$ cat config.mk
export PLATFORM = sky130hd
export DESIGN_NAME = rr_arb8
export DESIGN_NICKNAME = d
export VERILOG_FILES = /design/src/rtl/rr_arb8_pkg.sv /design/src/rtl/rr_arb8_pick.sv /design/src/rtl/rr_arb8.sv
export SDC_FILE = /design/constraint.sdc
export NUM_CORES = 1
export LEC_CHECK = 0
export ABC_AREA = 1
export CORE_ASPECT_RATIO = 0.7
export CORE_MARGIN = 4
export CORE_UTILIZATION = 50
export CTS_CLUSTER_DIAMETER = 40
export DETAILED_ROUTE_END_ITERATION = 10
export PLACE_DENSITY = 0.86
export SLEW_MARGIN = 20
export SYNTH_ARGS = -nofsm -noshare
export SYNTH_HDL_FRONTEND = slang
export SYNTH_HIERARCHICAL = 1
export SYNTH_SLANG_ARGS = --single-unit
$ cat constraint.sdc
create_clock -name clk -period 3.1 [get_ports clk]
set_clock_uncertainty 0.2 [all_clocks]
set_input_delay 0.465 -clock clk [delete_from_list [all_inputs] [get_ports clk]]
set_output_delay 0.465 -clock clk [all_outputs]
set_load 0.005 [all_outputs]
$ cat src/rtl/rr_arb8_pkg.sv
// Shared constants and state encoding for the 8-way round-robin selector arbiter.
// Latency: n/a (types and constants only).
// Backpressure: n/a.
package rr_arb8_pkg;

  localparam int N_REQ = 8;
  localparam int SEL_W = 3;
  localparam int CNT_W = 8;

  typedef enum logic [1:0] {
    ST_IDLE    = 2'd0,
    ST_GRANT   = 2'd1,
    ST_RELEASE = 2'd2
  } state_t;

endpackage

$ cat src/rtl/rr_arb8_pick.sv
// Rotating priority pick: first requester at or after ptr, wrapping modulo 8.
// Latency: purely combinational.
// Backpressure: none; any=0 means nothing to pick and idx is don't-care (ptr).
module rr_pick8
  import rr_arb8_pkg::*;
(
  input  logic [N_REQ-1:0] req,
  input  logic [SEL_W-1:0] ptr,
  output logic [SEL_W-1:0] idx,
  output logic             any
);

  logic [2*N_REQ-1:0] req_dbl;
  logic [N_REQ-1:0]   req_rot;
  logic [SEL_W-1:0]   off;

  // Rotate so ptr lands at bit 0, take the lowest set bit, then undo the rotation.
  always_comb begin
    req_dbl = {req, req};
    req_rot = req_dbl[ptr +: N_REQ];
    off     = '0;
    for (int i = N_REQ - 1; i >= 0; i--) begin
      if (req_rot[i]) off = SEL_W'(i);
    end
    idx = ptr + off;
    any = |req;
  end

endmodule

$ cat src/rtl/rr_arb8.sv
// Round-robin arbiter owning the shared 8:1 enabled selector; drives sel/e and one-hot gnt.
// Latency: 1 cycle req->gnt/e from IDLE; one dead cycle (RELEASE) between owners.
// Backpressure: no preemption; owner holds until done, its req drops, or HOLD_MAX expires.
module rr_arb8
  import rr_arb8_pkg::*;
#(
  parameter int unsigned HOLD_MAX = 255
) (
  input  logic             clk,
  input  logic             rst_n,
  input  logic [N_REQ-1:0] req,
  input  logic             done,
  output logic [SEL_W-1:0] sel,
  output logic             e,
  output logic [N_REQ-1:0] gnt,
  output logic             busy,
  output logic             timeout
);

  localparam logic             HOLD_EN  = (HOLD_MAX != 0);
  localparam logic [CNT_W-1:0] HOLD_LIM = CNT_W'(HOLD_MAX);
  localparam logic [CNT_W-1:0] CNT_SAT  = '1;

  state_t           state;
  logic [SEL_W-1:0] ptr;
  logic [CNT_W-1:0] cnt;

  logic [SEL_W-1:0] pick_idx;
  logic             pick_any;
  logic             own_req;
  logic             hold_hit;
  logic             grant_exit;
  logic             forced;

  rr_pick8 u_pick (
    .req (req),
    .ptr (ptr),
    .idx (pick_idx),
    .any (pick_any)
  );

  // Exit conditions for the current owner; timeout only when the hold limit is the sole cause.
  always_comb begin
    own_req    = req[sel];
    hold_hit   = HOLD_EN && (cnt == HOLD_LIM);
    grant_exit = done || !own_req || hold_hit;
    forced     = !done && own_req && hold_hit;
  end

  // Arbiter FSM with registered selector controls, grants, status and hold counter.
  always_ff @(posedge clk or negedge rst_n) begin
    if (!rst_n) begin
      state   <= ST_IDLE;
      sel     <= '0;
      e       <= 1'b0;
      gnt     <= '0;
      busy    <= 1'b0;
      timeout <= 1'b0;
      ptr     <= '0;
      cnt     <= '0;
    end else begin
      unique case (state)
        ST_IDLE: begin
          timeout <= 1'b0;
          if (pick_any) begin
            state <= ST_GRANT;
            sel   <= pick_idx;
            gnt   <= N_REQ'(1) << pick_idx;
            e     <= 1'b1;
            busy  <= 1'b1;
            cnt   <= CNT_W'(1);
          end else begin
            e    <= 1'b0;
            gnt  <= '0;
            busy <= 1'b0;
          end
        end

        ST_GRANT: begin
          if (grant_exit) begin
            // ptr moves past the owner now so the RELEASE-cycle pick already sees it.
            state   <= ST_RELEASE;
            e       <= 1'b0;
            gnt     <= '0;
            busy    <= 1'b1;
            timeout <= forced;
            ptr     <= sel + SEL_W'(1);
          end else if (cnt != CNT_SAT) begin
            cnt <= cnt + CNT_W'(1);
          end
        end

        ST_RELEASE: begin
          timeout <= 1'b0;
          if (pick_any) begin
            state <= ST_GRANT;
            sel   <= pick_idx;
            gnt   <= N_REQ'(1) << pick_idx;
            e     <= 1'b1;
            busy  <= 1'b1;
            cnt   <= CNT_W'(1);
          end else begin
            state <= ST_IDLE;
            busy  <= 1'b0;
          end
        end

        default: begin
          state   <= ST_IDLE;
          e       <= 1'b0;
          gnt     <= '0;
          busy    <= 1'b0;
          timeout <= 1'b0;
        end
      endcase
    end
  end

endmodule

==> reports/qor.txt <==
Area delta synth->final = 33.03%
Die area = 4938 um^2
Slew HR = 0.1668
CTS tree = done
Synth cell types = 33
Worst Setup EP = gnt[6]
Hold_ws = 0.2799 ns
Startpoint types = flip-flop
Crit path largest cell delay = 0.41 ns
R2r worst-path depth = 24
Drt total wl = 5377 um
Setup TNS = -0.4637 ns
Worst slew pin tran = 1.237 ns
Max-slew violations = 0
Top cell type's share of synthesized area = 0.3497
Post-DP HPWL = 3637 um
Worst path depth = 24
DR WL/cell = 14.04 um
Hold Startpoint = e
Synth Net Count = 297
H-tree Lvls = 1
Crit end category = flip-flop
Initial antenna violation count = 0
Final Wtd Congestion = 0.9058
Cell Chain, Critical Path = buf_6 -> clkinv_8 -> nand2_2 -> nand3_2 -> nand3_1 -> nand2_1 -> nand2_1 -> nand2_1 -> nand2_1 -> nand2_1 -> nand2_1 -> a21oi_2 -> ha_2 -> inv_2 -> fa_2 -> xor2_1 -> nand3b_1 -> nand2_1 -> inv_2 -> inv_4 -> buf_4 -> nor4_4 -> nand3_1 -> nand2_1
Global route overflow = 0
Iteration count of the initial detailed-routing pass = 5
Max-cap viol count = 0
Fmax = 308.0 MHz
Final Setup Violations = 7
Status = complete, but fails checks
Ports = 25
# hold bufs at CTS = 0
Max Buffers Root-to-Sink = 2
Top post-synthesis cells by count = nand2_1 (110), nand3_1 (37), dfrtp_1 (27), inv_1 (27), nand2_2 (14)
Total number of yosys warnings = 6
Post-synthesis register bit count = 27
Final setup margin = -0.1465 ns
CP startpoint = ptr[0]
# DRC = 0
Top post-synthesis cells by area = dfrtp_1 (35%), nand2_1 (21%), nand3_1 (9.6%)
Final Total Pwr = 2.921 mW
Req. time, crit path = 3.12 ns
First-pass GRT wire length = 8231 um
Initial Utilization = 0.5328
# diodes = 0
Post-synth EDFFs = 0
CTS sink count = 27
Clk slew on worst S/H paths = 0.09 ns
DP Area = 2347 um^2
Worst Path Max Fanout = 8
Row count = 18
PortBufs = 24
Vias in the first global route = 1,831
Synth area leader = dfrtp_1
Total CTS buffers = 3
P per Cell Area = 1137 nW/um^2
Die Y = 60.01 um
Setup CP Type = reg -> reg
Design Area, Final = 2570 um^2
Via-to-Cell Ratio = 5.428
Share of layout cells above drive strength 1 = 0.2613
Register area share after synthesis = 0.3497
Main synth FF type = dfrtp_1
Slowest-stage cell, CP = dfrtp_2
P_leak = 1.341 nW
Avg Cell Area, Syn = 6.851 um^2
Root Buffer = clkbuf_8
Peak supply drop = 0.0005510 V
Core region area = 3626 um^2
Most frequent CP cell = nand2_1
Final Hold Vio Count = 0
Violations in the final reports = negative setup slack
RSZ-0062 raised after global routing = yes
Post-synthesis instance area = 1932 um^2
Worst Hold Path Cells = 2
R2R Setup Slk = -0.15 ns
Synth async-reset ratio = 1.000
# fillers = 261
Final net count = 349
Final worst path period share = 1.047
Worst reg2reg path startpoint = ptr[0]
Most common cell in the netlist = nand2_1
Via count = 2,079
Pin count of the biggest net entering global routing = 28
Buffers and inverters on the worst path = 6
Routed Antenna Nets = 0
Synth Instances = 282
Arrival time at the worst endpoint = 3.27 ns
Skew-Pair Late Insertion Delay = 0.28 ns
R2r endpoint = gnt[6]
Chip width = 82.30 um
Tmin final = 3.247 ns
Crit-path leading delay family = simple AND/OR/NAND/NOR gates
HP Class = reg -> reg
Initial detailed-routing violation count = 198
Global router's overall resource usage = 0.2149
## sequential cells by signal, indices dropped and copies added, names as in the netlist
register  flops
cnt           8
e             1
timeout       1
busy          1
ptr           3
sel           3
gnt           8
state         2
## worst min path at each step
stage	endpoint
2_1_floorplan	busy
3_3_place_gp	gnt[4]
3_5_place_dp	e
4_1_cts	e
5_1_grt	gnt[2]
6_report	e
## cell families (layout without fill, tap and decap cells)
logic type | count (synthesis) | count (layout) | synth area share
buffers and inverters | 37 | 88 | 0.09067
DFF | 27 | 27 | 0.3497
adders and majority gates | 4 | 4 | 0.02980
xor gates and xnor gates | 3 | 3 | 0.01360
AOI/OAI and AO/OA | 12 | 12 | 0.03432
and+or+nand+nor | 199 | 199 | 0.4819
## report_power, final
part	switching [mW]	internal [mW]	leakage, nW
clock	0.110	0.0923	0.0228
combinational	1.30	0.849	0.972
sequential	0.106	0.466	0.346
## worst min-delay path, stage by stage (launching register included)
cell	delay [ns]
dfrtp_1	0.35
nand2_1	0.06
nand2_1	0.05
## metal layers
layer / vias up / share of wire / GRT usage
li1: 998 / - / -
met1: 969 / 0.44 / 0.3056
met2: 97 / 0.48 / 0.3379
met3: 15 / 0.070 / 0.04669
met4: 0 / 0.013 / 0.04265
met5: - / 0 / 0
## placed cells by master, fill, tap and decap left out, drive strengths merged
master | synthesis | final
nor3 | 6 | 6
o21bai | 1 | 1
clkinv | 0 | 1
or2 | 2 | 2
inv | 32 | 31
nand4 | 3 | 3
dfrtp | 27 | 27
nor3b | 2 | 2
nand3b | 1 | 1
xor2 | 2 | 2
dlygate4sd2 | 0 | 8
nand3 | 42 | 42
nor4 | 4 | 4
nor2 | 13 | 13
ha | 3 | 3
nand2 | 125 | 125
and3 | 1 | 1
o21ai | 5 | 5
clkbuf | 1 | 4
buf | 4 | 28
fa | 1 | 1
xnor2 | 1 | 1
a21oi | 6 | 6
clkdlybuf4s50 | 0 | 16
## repair_timing
item | 4_1_cts | 5_1_grt
buffers inserted | 5 | 2
endpoints found under the hold margin | 0 | 0
resized for setup | 18 | 26
endpoints found under the setup margin | 9 | 9
pin swaps | 2 | 11
## per-stage QoR
stage	cells	setup WS [ns]	util
final	383	-0.1465	0.7088
after global placement	372	-0.3824	0.6473
after global routing	383	-0.3387	0.7088
after detailed placement	372	-0.4859	0.6473
after CTS	381	0.02260	0.6763
after floorplan	282	0.2249	-
## layout make-up
class	instances	area, um^2	area share
clock buffers	4	45.04	0.01753
inverters	32	140.1	0.05453
multi-input cells	218	1190	0.4630
flip-flops and latches	27	678.2	0.2639
well taps	50	62.56	0.02434
repair buffers	52	454.2	0.1767
Power figures use the tool's default switching activity.
